`config.mk`:
```
export PLATFORM = sky130hd
export DESIGN_NAME = uart_tx_fifo
export DESIGN_NICKNAME = d
export VERILOG_FILES = /design/src/rtl/uart_pkg.sv /design/src/rtl/sync_fifo.sv /design/src/rtl/uart_tx_fifo.sv
export SDC_FILE = /design/constraint.sdc
export NUM_CORES = 1
export LEC_CHECK = 0
export BUFFER_PORTS_ARGS = -buffer_cell sky130_fd_sc_hd__buf_2
export CORE_MARGIN = 2
export CORE_UTILIZATION = 60
export CTS_CLUSTER_DIAMETER = 200
export DETAILED_ROUTE_END_ITERATION = 6
export PLACE_DENSITY = 0.73
export SLEW_MARGIN = 20
export SYNTH_ARGS = -nofsm -noshare
export SYNTH_HDL_FRONTEND = slang
export SYNTH_SLANG_ARGS = --single-unit
```
`constraint.sdc`:
```
create_clock -name CLK -period 5.14 [get_ports CLK]
set_input_delay 0.514 -clock CLK [delete_from_list [all_inputs] [get_ports CLK]]
set_output_delay 0.514 -clock CLK [all_outputs]
set_load 0.1 [all_outputs]
```
`src/rtl/uart_pkg.sv`:
```
// Shared UART definitions: transmitter states, bit-period helper and frame constants.
// Optional parity support is selected with the UART_TX_PARITY_EN macro.
package uart_pkg;

   localparam int unsigned DataBits = 8;

`ifdef UART_TX_PARITY_EN
   typedef enum logic [2:0] {
      StIdle,
      StStart,
      StData,
      StParity,
      StStop
   } tx_state_e;
`else
   typedef enum logic [1:0] {
      StIdle,
      StStart,
      StData,
      StStop
   } tx_state_e;
`endif

   // Clock cycles per serial bit, truncated; callers must guarantee a result >= 2.
   function automatic int unsigned bit_period(input int unsigned freq, input int unsigned baud);
      return freq / baud;
   endfunction

endpackage

```
`src/rtl/sync_fifo.sv`:
```
// Single-clock circular FIFO with occupancy count; pushes when full and pops when
// empty are ignored. DEPTH must be a power of two so the pointers wrap naturally.
module sync_fifo #(
   parameter int unsigned WIDTH = 8,
   parameter int unsigned DEPTH = 16
) (
   input  logic                     clk,
   input  logic                     reset,
   input  logic                     push,
   input  logic [WIDTH-1:0]         push_data,
   input  logic                     pop,
   output logic [WIDTH-1:0]         pop_data,
   output logic                     full,
   output logic                     empty,
   output logic [$clog2(DEPTH):0]   count
);

   localparam int unsigned AW = $clog2(DEPTH);
   localparam logic [AW:0] FullCount = DEPTH[AW:0];

   logic [WIDTH-1:0] mem [DEPTH];
   logic [AW-1:0]    wr_ptr_q;
   logic [AW-1:0]    rd_ptr_q;
   logic [AW:0]      count_q;
   logic             do_push;
   logic             do_pop;

   assign full     = (count_q == FullCount);
   assign empty    = (count_q == '0);
   assign count    = count_q;
   assign do_push  = push & ~full;
   assign do_pop   = pop & ~empty;
   assign pop_data = mem[rd_ptr_q];

   always_ff @(posedge clk) begin
      if (reset) begin
         wr_ptr_q <= '0;
         rd_ptr_q <= '0;
         count_q  <= '0;
      end else begin
         if (do_push) wr_ptr_q <= wr_ptr_q + 1'b1;
         if (do_pop)  rd_ptr_q <= rd_ptr_q + 1'b1;
         unique case ({do_push, do_pop})
            2'b10:   count_q <= count_q + 1'b1;
            2'b01:   count_q <= count_q - 1'b1;
            default: count_q <= count_q;
         endcase
      end
   end

   // Storage is not reset; the count alone defines which entries are live.
   always_ff @(posedge clk) begin
      if (do_push) mem[wr_ptr_q] <= push_data;
   end

endmodule

```
`src/rtl/uart_tx_fifo.sv`:
```
// UART 8N1 transmitter fed by a small FIFO with valid/ready input handshake.
// Defining UART_TX_PARITY_EN adds an even-parity bit between data and stop bits.
module uart_tx_fifo
   import uart_pkg::*;
#(
   parameter int unsigned BAUDRATE   = 115200,
   parameter int unsigned FREQ       = 50_000_000,
   parameter int unsigned FIFO_DEPTH = 16
) (
   input  logic                          CLK,
   input  logic                          RESET,
   input  logic [7:0]                    DATA_IN,
   input  logic                          VALID_IN,
   output logic                          READY_OUT,
   output logic                          TX,
   output logic                          BUSY,
   output logic [$clog2(FIFO_DEPTH):0]   FIFO_COUNT
);

   localparam int unsigned T  = bit_period(FREQ, BAUDRATE);
   localparam int unsigned CW = $clog2(T);
   localparam logic [CW-1:0] CntLast = CW'(T - 1);
   localparam logic [2:0]    BitLast = 3'(DataBits - 1);

   tx_state_e           state_q, state_d;
   logic [CW-1:0]       cnt_clk_q, cnt_clk_d;
   logic [2:0]          cnt_bit_q, cnt_bit_d;
   logic [DataBits-1:0] shift_q, shift_d;
   logic                tx_q, tx_d;
   logic                busy_q, busy_d;
   logic                bit_end;
   logic                load;
   logic [DataBits-1:0] fifo_data;
   logic                fifo_full;
   logic                fifo_empty;
`ifdef UART_TX_PARITY_EN
   logic                parity_q, parity_d;
`endif

   sync_fifo #(
      .WIDTH (DataBits),
      .DEPTH (FIFO_DEPTH)
   ) u_fifo (
      .clk       (CLK),
      .reset     (RESET),
      .push      (VALID_IN),
      .push_data (DATA_IN),
      .pop       (load),
      .pop_data  (fifo_data),
      .full      (fifo_full),
      .empty     (fifo_empty),
      .count     (FIFO_COUNT)
   );

   assign READY_OUT = ~fifo_full;
   assign TX        = tx_q;
   assign BUSY      = busy_q;
   assign bit_end   = (cnt_clk_q == CntLast);

   // State register; TX and BUSY are registered from the current state so they
   // change together, one cycle behind the state.
   always_ff @(posedge CLK) begin
      if (RESET) begin
         state_q   <= StIdle;
         cnt_clk_q <= '0;
         cnt_bit_q <= '0;
         shift_q   <= '0;
         tx_q      <= 1'b1;
         busy_q    <= 1'b0;
`ifdef UART_TX_PARITY_EN
         parity_q  <= 1'b0;
`endif
      end else begin
         state_q   <= state_d;
         cnt_clk_q <= cnt_clk_d;
         cnt_bit_q <= cnt_bit_d;
         shift_q   <= shift_d;
         tx_q      <= tx_d;
         busy_q    <= busy_d;
`ifdef UART_TX_PARITY_EN
         parity_q  <= parity_d;
`endif
      end
   end

   always_comb begin
      state_d   = state_q;
      cnt_clk_d = cnt_clk_q;
      cnt_bit_d = cnt_bit_q;
      shift_d   = shift_q;
      load      = 1'b0;
`ifdef UART_TX_PARITY_EN
      parity_d  = parity_q;
`endif
      unique case (state_q)
         StIdle: load = ~fifo_empty;
         StStart: begin
            if (bit_end) begin
               cnt_clk_d = '0;
               cnt_bit_d = '0;
               state_d   = StData;
            end else begin
               cnt_clk_d = cnt_clk_q + 1'b1;
            end
         end
         StData: begin
            if (bit_end) begin
               cnt_clk_d = '0;
               shift_d   = shift_q >> 1;
               if (cnt_bit_q == BitLast) begin
                  cnt_bit_d = '0;
`ifdef UART_TX_PARITY_EN
                  state_d   = StParity;
`else
                  state_d   = StStop;
`endif
               end else begin
                  cnt_bit_d = cnt_bit_q + 1'b1;
               end
            end else begin
               cnt_clk_d = cnt_clk_q + 1'b1;
            end
         end
`ifdef UART_TX_PARITY_EN
         StParity: begin
            if (bit_end) begin
               cnt_clk_d = '0;
               state_d   = StStop;
            end else begin
               cnt_clk_d = cnt_clk_q + 1'b1;
            end
         end
`endif
         StStop: begin
            if (bit_end) begin
               cnt_clk_d = '0;
               // Chain straight into the next start bit when more data is queued.
               if (fifo_empty) state_d = StIdle;
               else            load    = 1'b1;
            end else begin
               cnt_clk_d = cnt_clk_q + 1'b1;
            end
         end
         default: state_d = StIdle;
      endcase
      if (load) begin
         state_d = StStart;
         shift_d = fifo_data;
`ifdef UART_TX_PARITY_EN
         parity_d = ^fifo_data;
`endif
      end
   end

   always_comb begin
      tx_d = 1'b1;
      unique case (state_q)
         StStart:  tx_d = 1'b0;
         StData:   tx_d = shift_q[0];
`ifdef UART_TX_PARITY_EN
         StParity: tx_d = parity_q;
`endif
         default:  tx_d = 1'b1;
      endcase
      busy_d = (state_q != StIdle);
   end

endmodule

```
After elaboration in Yosys (flattened, before gate mapping):

Memory sizes are Yosys's and may differ from the RTL's. A register that Yosys moved wholly into a read port is not among the register bits.
Index checks and enable logic that the tools add are counted.

* register bits: 37
* memories: 1
* RAM bits: 128
* input port bits: 11
* output and inout port bits: 8
* word-level logic and storage cells: 78

Memories
* u_fifo.mem: words 16, width 8, rd ports 1, clocked after Yosys merged registers in 1, write ports 1, line sync_fifo.sv:21 `logic [WIDTH-1:0] mem [DEPTH];`

* bitwise operators: 4
* $add $sub $neg: 6
* multiplexer cells: 24
* eq/ne operators: 18
* reduce and logical (&&, ||, !) cells: 15

Operators by type and width (number)
* 2-to-1 mux 8 bit: 3
* != test 3 x 2 -> 1 bit (second input constant): 4
* AND reduction 6 bit: 2
* 2-to-1 mux 2 bit: 5
* one-hot mux 5 bit (2 select lines): 1
* nonzero test 2 bit: 5
* adder 9 x 1 -> 9 bit (second input constant): 1
* == test 9 bit (second input constant): 1
* 2-to-1 mux 3 bit: 3
* 2-to-1 mux 9 bit: 1
* adder 4 x 1 -> 4 bit (second input constant): 2
* 2-to-1 mux 4 bit: 2
* != test 2 bit (second input constant): 4
* == test 2 bit (second input constant): 3
* one-hot mux 2 bit (3 select lines): 1
* one-hot mux 3 bit (2 select lines): 1
* adder 5 x 1 -> 5 bit (second input constant): 1
* == test 5 bit (second input constant): 1
* zero test 5 bit: 1
* 2-to-1 mux 1 bit: 5
* subtractor 5 x 1 -> 5 bit (second input constant): 1
* == test 2 x 1 -> 1 bit (second input constant): 2
* one-hot mux 1 bit (2 select lines): 2
* nonzero test 4 bit: 1
* 12 further kinds: 14

Longest topological paths before layout:

* word-level depth: 7
* depth in mapped cells: 15

Hierarchy:

Synthesis repeated with hierarchy kept, for this count alone.

* cell total of the unflattened synthesis: 471
* area, all modules: 7083.0 um^2

By module, submodules not included
* sync_fifo: instances 1, area each 5891.9 um^2, cells each 330
* uart_tx_fifo: instances 1, area each 1191.1 um^2, cells each 141

Worst setup path before layout:

No wires, ideal clock.

* kind: flip-flop to flip-flop
* start point: register u_fifo.count_q[1], in the netlist u_fifo.count[1]
* end point: register u_fifo.count_q[3], in the netlist u_fifo.count[3]
* setup slack: 1.628 ns
* stages on the path, launching flop included: 13
* buffers on the path: 2
* data arrival time: 3.433 ns
* setup time: 0.079 ns
* cells stage by stage: dfxtp_1 nor4_2 nand2b_1 or3b_1 clkbuf_1 inv_1 ha_1 clkbuf_1 and3b_1 o21ai_0 o41ai_1 or4b_2 o211ai_1

* word-level cells in the longest chain between the ends: 7
* elaborated cells between the ends (all ways): 15
* classes of those cells: 2 x add/sub; 3 x eq/ne; 4 x mux; 4 x bitwise; 2 x reduce/logical

RTL lines
* from (decl): line sync_fifo.sv:24 `logic [AW:0] count_q;`
* from (signal assigned): line sync_fifo.sv:44 `2'b10: count_q <= count_q + 1'b1;`
* from (signal assigned): line sync_fifo.sv:45 `2'b01: count_q <= count_q - 1'b1;`
* from (signal assigned): line sync_fifo.sv:46 `default: count_q <= count_q;`
* zero test 5 bit *: line sync_fifo.sv:29 `assign empty = (count_q == '0);`
* 2-to-1 mux 1 bit: line uart_tx_fifo.sv:138 `if (fifo_empty) state_d = StIdle;`
* 2-to-1 mux 1 bit: line uart_tx_fifo.sv:135 `if (bit_end) begin`
* one-hot mux 1 bit (2 select lines): line uart_tx_fifo.sv:95 `unique case (state_q)`
* bitwise AND 1 bit *: line sync_fifo.sv:32 `assign do_pop = pop & ~empty;`
* named net u_fifo.do_pop: line sync_fifo.sv:26 `logic do_pop;`
* == test 2 x 1 -> 1 bit / == test 2 bit (equally long branches): line sync_fifo.sv:43 `unique case ({do_push, do_pop})`
* one-hot mux 5 bit (2 select lines) / nonzero test 2 bit (equally long branches)

Mark *: on every way through the listed nets, which the timed path passes. The rest lies on a longest branch.
A chain may end at the register's enable or synchronous reset.

Final worst setup path:

* start point: register cnt_clk_q[1]
* end point: register u_fifo.count_q[4], in the netlist u_fifo.count[4]

* word-level cells in the longest chain between the ends: 6
* elaborated cells between the ends (all ways): 8
* classes of those cells: 3 x eq/ne; 3 x mux; 1 x bitwise; 1 x reduce/logical

RTL lines
* from (decl): line uart_tx_fifo.sv:26 `logic [CW-1:0] cnt_clk_q, cnt_clk_d;`
* from (signal assigned): line uart_tx_fifo.sv:75 `cnt_clk_q <= cnt_clk_d;`
* == test 9 bit *: line uart_tx_fifo.sv:58 `assign bit_end = (cnt_clk_q == CntLast);`
* 2-to-1 mux 1 bit *: line uart_tx_fifo.sv:135
* one-hot mux 1 bit (2 select lines) *: line uart_tx_fifo.sv:95
* bitwise AND 1 bit *: line sync_fifo.sv:32
* named net u_fifo.do_pop: line sync_fifo.sv:26
* == test 2 x 1 -> 1 bit / == test 2 bit (equally long branches): line sync_fifo.sv:43
* one-hot mux 5 bit (2 select lines) / nonzero test 2 bit (equally long branches)

Marks and branches as above.

==> run summary <==
Outcome: completed
Grt met3 use: 5.72%
First-pass GRT wire length: 20,100 microns
Die height: 112 microns
First-pass detailed-route iteration total: 4
Worst Max-Slew Pin Slew: 905 ps
Post-cts sizing count: 0
Critical path buffer and inverter count: 2
R2R Path Start: cnt_clk_q[1]$_SDFFE_PP0P_
Final GP Congestion: 0.837
Commonest non-fill, non-tap cell in the layout: edfxtp_1
Yosys top cell area share: 54.9%
GRT busiest layer: met2
Largest cells by area after synthesis: edfxtp_1 55%, dfxtp_1 12%, mux4_2 10%
Post-route ant nets: 0
Synth warn: 0
Post-synth ARST share: 0%
Logic pwr share: 22.7%
Met2 Track Usage GR: 34.8%
Syn Nets: 491
VDD IR max: 0.386 mV
Seq pwr share: 44.1%
Hold endpoint: u_fifo.mem[2][6]$_DFFE_PP_
Hold wc startpoint: DATA_IN[6]
FF-to-FF setup slack: 1480 ps
Multi-input logic area: 0.00222 sq mm
Critical path's largest stage delay: 630 ps
Register bit count reported by yosys: 169
Final instance area: 0.00779 sq mm
Avg WL per Cell: 19.8 microns
Max-Cap Viols: 0
CTS tree: built
Net switching power: 1.09 mW
Layout area overhead: 11.3%
Row Count: 39
Routed via count: 3,823
Root Driver: clkbuf_16
Largest family of logic cells by synthesized area: multiplexers
Vias per inst: 6.03
Hold WC Path Type: input pin to register
Distinct cells, synth: 44
DRT iter0 DRCs: 271
Die Width: 112 microns
R2R depth: 13
Post-Route WL: 12,500 microns
H-tree Lvls: 4
Initial Utilization: 61.3%
Worst Skew: 9.97 ps
Mean area per synthesized cell: 15.2 sq um
Clock-pin slew on the worst setup and hold paths: 60 ps
Number of synthesized flops with an enable pin: 128
Post-synthesis sequential area ratio: 66.6%
Clock power share: 33.2%
DR DRC count: 0
WP data required: 5460 ps
I/O pin count: 19
Post-synthesis mux area share: 12.1%
Final Hold Fails: 0
Final min period: 3660 ps
Met1 usage: 28.4%
Net Sw Frac: 29.4%
Hold Path Cell Cnt: 1
Slew Viols, Final: 0
Die area: 0.0126 sq mm
Critical path arrival: 3980 ps
Share of layout cells above drive strength 1: 19.1%
HPWL after detailed placement: 8250 microns
Crit path kind: register to register
Core area: 0.0114 sq mm
Max clock buf depth: 2
Max Freq: 0.273 GHz
Aggregate global-route resource usage: 21.7%
Worst-path cell chain: inv_1, ha_1, and4_1, a31oi_2, or3b_1, inv_1, ha_1, ha_1, nor2_1, xor2_1, nor2_1, mux2i_1, mux2_2
CP Launch Type: register
Antenna cell count: 0
Synth Area in Simple Gates: 9.20%
Slew Limit Headroom: 39.5%
CP top delay family: simple AND/OR/NAND/NOR gates
Vias in the first global route: 3,856
CP Capture Type: register
Synth Area in Compound Gates: 4.88%
CP max stage cell: or3b_1
Fillcell total: 810
Reg-to-Reg End: u_fifo.count[4]$_SDFFE_PP0P_
Top fanout value on the critical path: 23
Total negative slack: 0 ps
Hold buffers post-CTS: 0
XOR/XNOR Fraction of Synth Area: 2.00%
Congestion Overflow GR: 0
Register area: 0.00467 sq mm
Mapped Cells: 461
PwrDens: 475 mW/mm^2
Most frequent cells in the layout: 128 x edfxtp_1, 56 x nor2_1, 40 x dfxtp_1, 32 x mux4_2, 28 x nand2_1
Synth Flop Type: edfxtp_1
CTS Sinks: 169
Power Total: 3.70 mW
Unrepaired setup endpoints after global routing: false
DP Area: 0.00722 sq mm
Final period util: 71.2%
CTS buffer count: 17
Synth Area in Adders: 3.39%
Static leakage: 2.65 nW
CP most frequent cell: ha_1
Initial antenna violation count: 0
Number of buffers added on ports: 18
Setup Fix Bufs, Post-CTS: 0
Final setup vio count: 0
Synth Cell Area: 0.00700 sq mm
Clk Latency, worst-skew pair: 430 ps
Largest net degree at the start of global routing: 39
Nets@finish: 508
Post-synth top area cell: edfxtp_1
Int Power: 2.61 mW
flip-flops by register name, summed over array words and instances, names as in the netlist, named ones only:
signal / cells
u_fifo.wr_ptr_q: 4
cnt_clk_q: 9
BUSY: 1
u_fifo.count: 5
state_q: 2
TX: 1
cnt_bit_q: 3
shift_q: 8
u_fifo.rd_ptr_q: 4
u_fifo.mem: 128
cells by family (layout without fill, tap and decap cells):
group	after synthesis	in the layout
and+or+nand+nor	132	132
AOI/OAI and AO/OA	48	48
DFF	169	169
buffers and inverters	33	63
xor gates and xnor gates	16	16
adders and majority gates	19	19
muxes	44	44
worst max path at each step:
| stage | end | slack (ps) | cells after the start | from |
|---|---|---|---|---|
| detailed placement | u_fifo.count[4]$_SDFFE_PP0P_ | 1500 | 13 | cnt_clk_q[1]$_SDFFE_PP0P_ |
| CTS | u_fifo.count[4]$_SDFFE_PP0P_ | 1450 | 13 | cnt_clk_q[1]$_SDFFE_PP0P_ |
| floorplan | u_fifo.count[3]$_SDFFE_PP0P_ | 1630 | 12 | u_fifo.count[1]$_SDFFE_PP0P_ |
| global placement | u_fifo.count[4]$_SDFFE_PP0P_ | 1630 | 13 | cnt_clk_q[1]$_SDFFE_PP0P_ |
| global route | u_fifo.count[4]$_SDFFE_PP0P_ | 1110 | 13 | cnt_clk_q[1]$_SDFFE_PP0P_ |
| finish | u_fifo.count[4]$_SDFFE_PP0P_ | 1480 | 13 | cnt_clk_q[1]$_SDFFE_PP0P_ |
synthesized netlist by cell type, types with 7 or more instances:
cell type and n:
inv_1 9, a22oi_1 14, xor2_1 13, nor2_1 56
mux4_2 32, clkbuf_1 19, nor2b_1 8, nand3_1 9
a311oi_1 7, edfxtp_1 128, nand2_1 28, mux2i_1 7
ha_1 19, dfxtp_1 41, a21oi_1 11
through the flow:
step | setup WS (ps) | cells | util, % | hold slack [ps]
CTS | 1450 | 634 | 68.3 | 444
global route | 1110 | 634 | 68.3 | 472
floorplan | 1630 | 461 | - | 449
finish | 1480 | 634 | 68.3 | 464
global placement | 1630 | 602 | 63.2 | 470
detailed placement | 1500 | 602 | 63.2 | 483
power groups by stage:
| stage | Clock [mW] | Sequential, mW | Combinational (mW) |
|---|---|---|---|
| after floorplan | 0 | 1.76 | 0.578 |
| after global placement | 0 | 1.66 | 0.822 |
| after detailed placement | 0 | 1.66 | 0.843 |
| after CTS | 1.25 | 1.64 | 0.850 |
| after global routing | 1.30 | 1.65 | 0.928 |
| final | 1.23 | 1.63 | 0.839 |
routing by layer:
metal	part of all wire (%)	vias up
met2	50	81
met1	43	1923
li1	-	1797
met3	5.1	22
met4	2.2	0
met5	0	-
area by class of cell:
cell class / count / area share [%]
clock buffer: 22 / 5.83
timing repair buffer: 22 / 1.54
inverter: 9 / 0.433
tap: 143 / 2.30
multi-input combinational: 259 / 28.5
clock inverter: 10 / 1.56
sequential: 169 / 59.9
No activity file was read; power rests on OpenSTA's default activity.
